File: src/rtl/butterfly_r2_pipe.sv
`default_nettype none
// ============================================================================
// Module : butterfly_r2_pipe
// Brief  : 3-stage radix-2 DIT/DIF complex butterfly with run-time twiddles,
//          optional 1/2 scaling, saturation and a sticky overflow flag.
// Rev    : 1.0
// ============================================================================
module butterfly_r2_pipe #(
    parameter int DATA_WIDTH = 16,
    parameter int TW_WIDTH   = 16
) (
    input  logic                         clk,
    input  logic                         rst,
    input  logic                         en,
    input  logic                         in_valid,
    input  logic                         mode,
    input  logic                         scale,
    input  logic signed [DATA_WIDTH-1:0] a_re,
    input  logic signed [DATA_WIDTH-1:0] a_im,
    input  logic signed [DATA_WIDTH-1:0] b_re,
    input  logic signed [DATA_WIDTH-1:0] b_im,
    input  logic signed [TW_WIDTH-1:0]   tw_re,
    input  logic signed [TW_WIDTH-1:0]   tw_im,
    output logic                         out_valid,
    output logic signed [DATA_WIDTH-1:0] y0_re,
    output logic signed [DATA_WIDTH-1:0] y0_im,
    output logic signed [DATA_WIDTH-1:0] y1_re,
    output logic signed [DATA_WIDTH-1:0] y1_im,
    output logic                         ovf,
    input  logic                         ovf_clr
);

    localparam int c_xw = DATA_WIDTH + 1;
    localparam int c_pw = c_xw + TW_WIDTH + 1;
    localparam int c_rw = DATA_WIDTH + 2;
    localparam logic signed [c_pw-1:0] c_rnd  = c_pw'(1) <<< (TW_WIDTH - 2);
    localparam logic signed [c_rw-1:0] c_smax = {3'b000, {(DATA_WIDTH-1){1'b1}}};
    localparam logic signed [c_rw-1:0] c_smin = ~c_smax;

    function automatic logic signed [c_rw-1:0] half_up(input logic signed [c_rw-1:0] v);
        logic signed [c_rw-1:0] inc;
        inc = v + c_rw'(1);
        return inc >>> 1;
    endfunction

    function automatic logic clips(input logic signed [c_rw-1:0] v);
        return (v > c_smax) || (v < c_smin);
    endfunction

    function automatic logic signed [DATA_WIDTH-1:0] sat(input logic signed [c_rw-1:0] v);
        if (v > c_smax) return c_smax[DATA_WIDTH-1:0];
        if (v < c_smin) return c_smin[DATA_WIDTH-1:0];
        return v[DATA_WIDTH-1:0];
    endfunction

    // stage 1: x carries a (DIT) or s (DIF), p carries b (DIT) or d (DIF)
    logic                       v1_q, v1_d, mode1_q, mode1_d, scale1_q, scale1_d;
    logic signed [c_xw-1:0]     x1_re_q, x1_re_d, x1_im_q, x1_im_d;
    logic signed [c_xw-1:0]     p1_re_q, p1_re_d, p1_im_q, p1_im_d;
    logic signed [TW_WIDTH-1:0] tw1_re_q, tw1_re_d, tw1_im_q, tw1_im_d;
    // stage 2
    logic                       v2_q, v2_d, mode2_q, mode2_d, scale2_q, scale2_d;
    logic signed [c_xw-1:0]     x2_re_q, x2_re_d, x2_im_q, x2_im_d;
    logic signed [c_pw-1:0]     m2_re_q, m2_re_d, m2_im_q, m2_im_d;
    // outputs
    logic                         out_valid_q, out_valid_d, ovf_q, ovf_d;
    logic signed [DATA_WIDTH-1:0] y0_re_q, y0_re_d, y0_im_q, y0_im_d;
    logic signed [DATA_WIDTH-1:0] y1_re_q, y1_re_d, y1_im_q, y1_im_d;

    logic signed [c_xw-1:0] w_a_re, w_a_im, w_b_re, w_b_im;
    logic signed [c_pw-1:0] w_p_re, w_p_im, w_tw_re, w_tw_im, w_r_re, w_r_im;
    logic signed [c_rw-1:0] w_t_re, w_t_im, w_x_re, w_x_im;
    logic signed [c_rw-1:0] w_y0_re, w_y0_im, w_y1_re, w_y1_im;
    logic                   w_clip;

    always_comb begin
        w_a_re   = c_xw'(a_re);
        w_a_im   = c_xw'(a_im);
        w_b_re   = c_xw'(b_re);
        w_b_im   = c_xw'(b_im);
        v1_d     = v1_q;
        mode1_d  = mode1_q;
        scale1_d = scale1_q;
        x1_re_d  = x1_re_q;
        x1_im_d  = x1_im_q;
        p1_re_d  = p1_re_q;
        p1_im_d  = p1_im_q;
        tw1_re_d = tw1_re_q;
        tw1_im_d = tw1_im_q;
        if (en) begin
            v1_d     = in_valid;
            mode1_d  = mode;
            scale1_d = scale;
            tw1_re_d = tw_re;
            tw1_im_d = tw_im;
            if (mode) begin
                x1_re_d = w_a_re + w_b_re;
                x1_im_d = w_a_im + w_b_im;
                p1_re_d = w_a_re - w_b_re;
                p1_im_d = w_a_im - w_b_im;
            end else begin
                x1_re_d = w_a_re;
                x1_im_d = w_a_im;
                p1_re_d = w_b_re;
                p1_im_d = w_b_im;
            end
        end
    end

    always_comb begin
        w_p_re   = c_pw'(p1_re_q);
        w_p_im   = c_pw'(p1_im_q);
        w_tw_re  = c_pw'(tw1_re_q);
        w_tw_im  = c_pw'(tw1_im_q);
        v2_d     = v2_q;
        mode2_d  = mode2_q;
        scale2_d = scale2_q;
        x2_re_d  = x2_re_q;
        x2_im_d  = x2_im_q;
        m2_re_d  = m2_re_q;
        m2_im_d  = m2_im_q;
        if (en) begin
            v2_d     = v1_q;
            mode2_d  = mode1_q;
            scale2_d = scale1_q;
            x2_re_d  = x1_re_q;
            x2_im_d  = x1_im_q;
            m2_re_d  = w_p_re * w_tw_re - w_p_im * w_tw_im;
            m2_im_d  = w_p_re * w_tw_im + w_p_im * w_tw_re;
        end
    end

    always_comb begin
        w_r_re  = m2_re_q + c_rnd;
        w_r_im  = m2_im_q + c_rnd;
        w_t_re  = c_rw'(w_r_re >>> (TW_WIDTH - 1));
        w_t_im  = c_rw'(w_r_im >>> (TW_WIDTH - 1));
        w_x_re  = c_rw'(x2_re_q);
        w_x_im  = c_rw'(x2_im_q);
        w_y0_re = mode2_q ? w_x_re : w_x_re + w_t_re;
        w_y0_im = mode2_q ? w_x_im : w_x_im + w_t_im;
        w_y1_re = mode2_q ? w_t_re : w_x_re - w_t_re;
        w_y1_im = mode2_q ? w_t_im : w_x_im - w_t_im;
        if (scale2_q) begin
            w_y0_re = half_up(w_y0_re);
            w_y0_im = half_up(w_y0_im);
            w_y1_re = half_up(w_y1_re);
            w_y1_im = half_up(w_y1_im);
        end
        w_clip = clips(w_y0_re) | clips(w_y0_im) | clips(w_y1_re) | clips(w_y1_im);

        out_valid_d = out_valid_q;
        y0_re_d     = y0_re_q;
        y0_im_d     = y0_im_q;
        y1_re_d     = y1_re_q;
        y1_im_d     = y1_im_q;
        if (en) begin
            out_valid_d = v2_q;
            y0_re_d     = sat(w_y0_re);
            y0_im_d     = sat(w_y0_im);
            y1_re_d     = sat(w_y1_re);
            y1_im_d     = sat(w_y1_im);
        end
        // clear works regardless of en; a simultaneous set takes priority
        ovf_d = ovf_q;
        if (ovf_clr) ovf_d = 1'b0;
        if (en && v2_q && w_clip) ovf_d = 1'b1;
    end

    always_ff @(posedge clk or posedge rst) begin
        if (rst) begin
            v1_q        <= 1'b0;
            v2_q        <= 1'b0;
            out_valid_q <= 1'b0;
            ovf_q       <= 1'b0;
            y0_re_q     <= '0;
            y0_im_q     <= '0;
            y1_re_q     <= '0;
            y1_im_q     <= '0;
        end else begin
            v1_q        <= v1_d;
            v2_q        <= v2_d;
            out_valid_q <= out_valid_d;
            ovf_q       <= ovf_d;
            y0_re_q     <= y0_re_d;
            y0_im_q     <= y0_im_d;
            y1_re_q     <= y1_re_d;
            y1_im_q     <= y1_im_d;
        end
    end

    always_ff @(posedge clk) begin
        mode1_q  <= mode1_d;
        scale1_q <= scale1_d;
        x1_re_q  <= x1_re_d;
        x1_im_q  <= x1_im_d;
        p1_re_q  <= p1_re_d;
        p1_im_q  <= p1_im_d;
        tw1_re_q <= tw1_re_d;
        tw1_im_q <= tw1_im_d;
        mode2_q  <= mode2_d;
        scale2_q <= scale2_d;
        x2_re_q  <= x2_re_d;
        x2_im_q  <= x2_im_d;
        m2_re_q  <= m2_re_d;
        m2_im_q  <= m2_im_d;
    end

    assign out_valid = out_valid_q;
    assign ovf       = ovf_q;
    assign y0_re     = y0_re_q;
    assign y0_im     = y0_im_q;
    assign y1_re     = y1_re_q;
    assign y1_im     = y1_im_q;

endmodule
`default_nettype wire

File: config.mk
export PLATFORM = sky130hd
export DESIGN_NAME = butterfly_r2_pipe
export DESIGN_NICKNAME = d
export VERILOG_FILES = /design/src/rtl/butterfly_r2_pipe.sv
export SDC_FILE = /design/constraint.sdc
export NUM_CORES = 2
export LEC_CHECK = 0
export ABC_AREA = 1
export CAP_MARGIN = 10
export CELL_PAD_IN_SITES_DETAIL_PLACEMENT = 2
export CELL_PAD_IN_SITES_GLOBAL_PLACEMENT = 2
export CORE_MARGIN = 2
export CORE_UTILIZATION = 43
export DETAILED_ROUTE_END_ITERATION = 7
export PLACE_DENSITY = 0.93
export SETUP_SLACK_MARGIN = 0.1
export SYNTH_ARGS = -nofsm -noshare
export SYNTH_HDL_FRONTEND = slang
export SYNTH_SLANG_ARGS = --single-unit
File: constraint.sdc
create_clock -name clk -period 14.8 [get_ports clk]
set_clock_uncertainty 0.2 [all_clocks]
set_input_delay 2.96 -clock clk [delete_from_list [all_inputs] [get_ports clk]]
set_output_delay 2.96 -clock clk [all_outputs]
set_load 0.005 [all_outputs]
==> results of run 1 <==
metrics by stage:
stage / hold WS [ps] / instance area (um2) / instances / utilization
after CTS: 214 / 65700 / 9526 / 0.464
after floorplan: 200 / 61400 / 7647 / -
after global placement: 202 / 64600 / 9460 / 0.456
after detailed placement: 207 / 64600 / 9460 / 0.456
cells in the mapped netlist, types with 20 or more instances:
cell type	n
sky130_fd_sc_hd__nor3_1	34
sky130_fd_sc_hd__inv_2	20
sky130_fd_sc_hd__ha_1	443
sky130_fd_sc_hd__o211ai_1	20
sky130_fd_sc_hd__edfxtp_1	176
sky130_fd_sc_hd__buf_2	21
sky130_fd_sc_hd__xor2_1	110
sky130_fd_sc_hd__or2_2	43
sky130_fd_sc_hd__nand3_1	209
sky130_fd_sc_hd__nor2_1	313
sky130_fd_sc_hd__nand2_2	27
sky130_fd_sc_hd__clkbuf_1	253
sky130_fd_sc_hd__a21oi_1	232
sky130_fd_sc_hd__nand2_1	1946
sky130_fd_sc_hd__xnor2_1	54
sky130_fd_sc_hd__a21oi_2	23
sky130_fd_sc_hd__nand4_1	46
sky130_fd_sc_hd__o21ai_0	150
sky130_fd_sc_hd__dfrtp_1	68
sky130_fd_sc_hd__inv_1	2033
sky130_fd_sc_hd__fa_1	1216
metal layers:
layer / GRT overflow / GRT usage
met5: 0 / 0.0813
met1: 0 / 0.492
met4: 1 / 0.516
met2: 0 / 0.781
met3: 0 / 0.260
logic make-up after synthesis:
family          Yosys count  share of synthesized area
compound gates          532                     0.0496
xor+xnor                164                     0.0234
fa+ha+maj              1659                      0.487
buf+inv                2376                      0.149
flops                   244                      0.114
simple gates           2672                      0.177
==> flow_summary.toml, run 1 <==
[clock_network]
cts_post_setup_buffers_inserted = 0
level_count_of_the_clock_h_tree = 2
clock_sinks = 244
clock_tree.buffer_depth = 3
cts_inserted_buffers = 36
postCtsHoldBufs = 0
ctsRootBufferMaster = "sky130_fd_sc_hd__clkbuf_16"
cts_repair_resize_count = 0

[run_status]
stop_error = "[ERROR GRT-0116] Global routing finished with congestion. Check the congestion regions in the DRC Viewer."
outcome = "did not finish"
last_stage = "global routing"

[placement]
globalplace.congestion = 0.915
dp_hpwl_um = 241000
buffer_ports.inserted = 168
detailedPlace.worstSlack_ps = 5060

[die]
row_count = 138
fp.dieW_um = 382
design.portCount = 169
floorplan.initialDensity = 0.434
die_y_um = 382

[synthesis]
count_of_flip_flops_with_a_built_in_enable_after_synthesis = 176
most_common_flop_cell_mapped_by_yosys = "sky130_fd_sc_hd__edfxtp_1"
syn_inst = 7647
synth-warning-count = 0
ys_async_sr_fraction = 0.279
synth_top_area_cells = "sky130_fd_sc_hd__fa_1 40%, sky130_fd_sc_hd__inv_1 12%, sky130_fd_sc_hd__nand2_1 12%"
synth.net_count = 9409
netlist-cell-type-count = 63
yosysTopAreaCell = "sky130_fd_sc_hd__fa_1"
area_share_of_the_largest_cell_type_after_synthesis = 0.396
ys_seq_area_frac = 0.114
syn_area_mm2 = 0.0614
ys_seq_elements = 244
avgSynthCellArea_um2 = 8.03

[global_route]
grt-ovfl-total = 1
via_count_of_the_first_global_routing_pass = 71897
grt_start_max_net_pins = 84
track_usage = 0.516
grt_first_pass_wirelength_um = 531000
==> run 2: changes to the inputs <==
==> config.mk (replaced) <==
export PLATFORM = sky130hd
export DESIGN_NAME = butterfly_r2_pipe
export DESIGN_NICKNAME = d
export VERILOG_FILES = /design/src/rtl/butterfly_r2_pipe.sv
export SDC_FILE = /design/constraint.sdc
export NUM_CORES = 2
export LEC_CHECK = 0
export ABC_AREA = 1
export CAP_MARGIN = 10
export CORE_MARGIN = 2
export CORE_UTILIZATION = 35
export DETAILED_ROUTE_END_ITERATION = 7
export PLACE_DENSITY_LB_ADDON = 0.15
export SYNTH_ARGS = -nofsm -noshare
export SYNTH_HDL_FRONTEND = slang
export SYNTH_SLANG_ARGS = --single-unit
==> run 2 against run 1 <==
The run now ends clean. Area after synthesis stayed put. Synthesized cell count is the same.
==> flow_summary.toml, run 2 <==
[global_route]
grt.met1_usage = 0.286
met2_usage = 0.375
grt.met3_usage = 0.0269
grt_first_pass_wirelength_um = 298000
busiest_layer = "met2"
track_usage = 0.217
grt_start_max_net_pins = 77
antenna_found_initial = 17
grt-ovfl-total = 0
via_count_of_the_first_global_routing_pass = 50092

[clock_network]
clock_tree.buffer_depth = 3
insertion_delay_ps = 650
cts_repair_resize_count = 0
clock_sinks = 244
cts_post_setup_buffers_inserted = 0
level_count_of_the_clock_h_tree = 2
postCtsHoldBufs = 0
tritoncts = "done"
ctsRootBufferMaster = "sky130_fd_sc_hd__clkbuf_16"
cts_inserted_buffers = 36
clk_pin_slew_worst_paths_ps = 70

[final_layout]
layout.filler_cells = 18201
final_util = 0.381
multi_input_comb_area_mm2 = 0.0452
areaGrowthSynthToFinish_pct = 8.00
layout.area.seq_mm2 = 0.00699
most_common_cell_after_layout_fill_and_taps_aside = "sky130_fd_sc_hd__inv_1"
layout-drive-gt1-share = 0.0385
most_used_cells_in_the_layout_excluding_fill_and_tap_cells = "2031 x sky130_fd_sc_hd__inv_1, 1946 x sky130_fd_sc_hd__nand2_1, 1216 x sky130_fd_sc_hd__fa_1"
largest_registers = "m2_im_q: 19 flops, m2_re_q: 19 flops"
postLayoutCellArea_mm2 = 0.0663
layout.nets = 9372

[synthesis]
most_frequent_cells_after_synthesis = "2033 x sky130_fd_sc_hd__inv_1, 1946 x sky130_fd_sc_hd__nand2_1, 1216 x sky130_fd_sc_hd__fa_1, 443 x sky130_fd_sc_hd__ha_1, 313 x sky130_fd_sc_hd__nor2_1"
most_common_flop_cell_mapped_by_yosys = "sky130_fd_sc_hd__edfxtp_1"
ys_seq_elements = 244
netlist-cell-type-count = 63
synth-warning-count = 0
ys_async_sr_fraction = 0.279
syn_area_mm2 = 0.0614
most_used_standard_cell_by_instance_count_after_synthesis = "sky130_fd_sc_hd__inv_1"
avgSynthCellArea_um2 = 8.03
syn_inst = 7647
synth_top_area_cells = "sky130_fd_sc_hd__fa_1 40%, sky130_fd_sc_hd__inv_1 12%, sky130_fd_sc_hd__nand2_1 12%"
yosysTopAreaCell = "sky130_fd_sc_hd__fa_1"
area_share_of_the_largest_cell_type_after_synthesis = 0.396
ys_seq_area_frac = 0.114
count_of_flip_flops_with_a_built_in_enable_after_synthesis = 176
synth.net_count = 9409

[placement]
detailedPlace.worstSlack_ps = 6050
buffer_ports.inserted = 168
place_area_mm2 = 0.0651
dp_hpwl_um = 149000
globalplace.congestion = 0.932

[sta]
setup_viols_final = 0
setup_repair_after_global_routing_missed_its_margin = "no"
final-hold-violation-count = 0
final_critical_path_setup_slack_ps = 6060
crit_share_post_route = 0.591
tns_ps = 0
slew-limit-headroom = 0.269
maxSlewViolCount = 0
achievable-frequency_ghz = 0.114
finalWorstPathRequiredPeriod_ps = 8740
worst_pin_slew_ps = 1100

[critical_path]
dominant_cell_type_by_count_on_the_critical_path = "sky130_fd_sc_hd__fa_1"
r2r.worst_path.cells = 28
crit_arrival_ps = 8920
critPathSlowestCell = "sky130_fd_sc_hd__inv_1"
critPathKind = "flop to flop"
crit_start_category = "flop"
crit_path_max_fanout = 23
regToRegSetupSlack_ps = 6060
timing.critical_path.slowest_cell_delay_ps = 900
cp_data_required_time_ps = 14970
sort_of_element_at_the_end_of_the_critical_path = "flop"

[route]
routed_wire_length_per_instance_um = 18.9
drt_first_iter_violations = 2682
remaining_drc_errors = 0
route.vias.total = 47165
drtAntennaViolNets = 0
drt-pass1-iter-count = 5
viasPerCell = 4.73
detail_route.wirelength_um = 189000

[die]
row_count = 153
fp.dieW_um = 423
design.portCount = 169
die_area_mm2 = 0.179
floorplan.initialDensity = 0.353
area_of_the_core_mm2 = 0.174
die_y_um = 423

[hold_path]
type_of_the_most_critical_hold_path = "flop to flop"
hold_path_depth = 0

[job]
max-cap-violations = 0

[run_status]
outcome = "finished, final reports clean"
run 2: cell counts after synthesis:
Identical to the previous run, type by type.
run 2: worst paths after layout:
check / startpoint / endpoint
max in group asynchronous: rst / y0_re[11]
worst max register to register: tw1_re_q[15] / m2_re_q[29]
worst min-delay path: x1_re_q[10] / x2_re_q[10]
min in group asynchronous: rst / y1_im[12]
worst min register to register: x1_re_q[10] / x2_re_q[10]
worst max-delay path: tw1_re_q[15] / m2_re_q[29]
run 2: cell type report:
class                      count  area share
antenna                        5    0.000189
multi-input combinational   5027       0.682
tap                         2325      0.0439
timing repair buffer         246      0.0342
clock inverter                19     0.00292
clock buffer                  44      0.0148
sequential                   244       0.105
inverter                    2055       0.116
run 2: kinds of logic (layout without fill, tap and decap cells):
family / after synthesis / in the layout / share of synthesized area
adders and majority gates: 1659 / 1659 / 0.487
xor gates and xnor gates: 164 / 164 / 0.0234
buffers and inverters: 2376 / 2364 / 0.149
AOI/OAI and AO/OA: 532 / 532 / 0.0496
other: 0 / 5 / 0
DFF: 244 / 244 / 0.114
and+or+nand+nor: 2672 / 2672 / 0.177
run 2: worst max-delay path, delay by kind of cell, from the launching register on:
kind,cells,cell delay [ps]
compound gates,2,560
xor+xnor,1,170
fa+ha+maj,9,4330
buf+inv,7,1200
flops,1,670
simple gates,9,1330
run 2: through the flow:
stage               hold WS (ps)  cells
CTS                          182   9960
floorplan                    200   7647
global placement             202   9897
detailed placement           205   9897
global route                 173   9963
finish                       172   9965
run 2: routing by layer:
layer	share of wire	vias to the layer above
li1	-	22178
met1	0.43	23721
met2	0.49	1043
met3	0.049	211
met4	0.028	12
met5	0.00037	-
Power of run 2 is left out: the tool's default activity adds up to more than one toggle a clock period on the data nets, which glitch-free logic cannot reach.
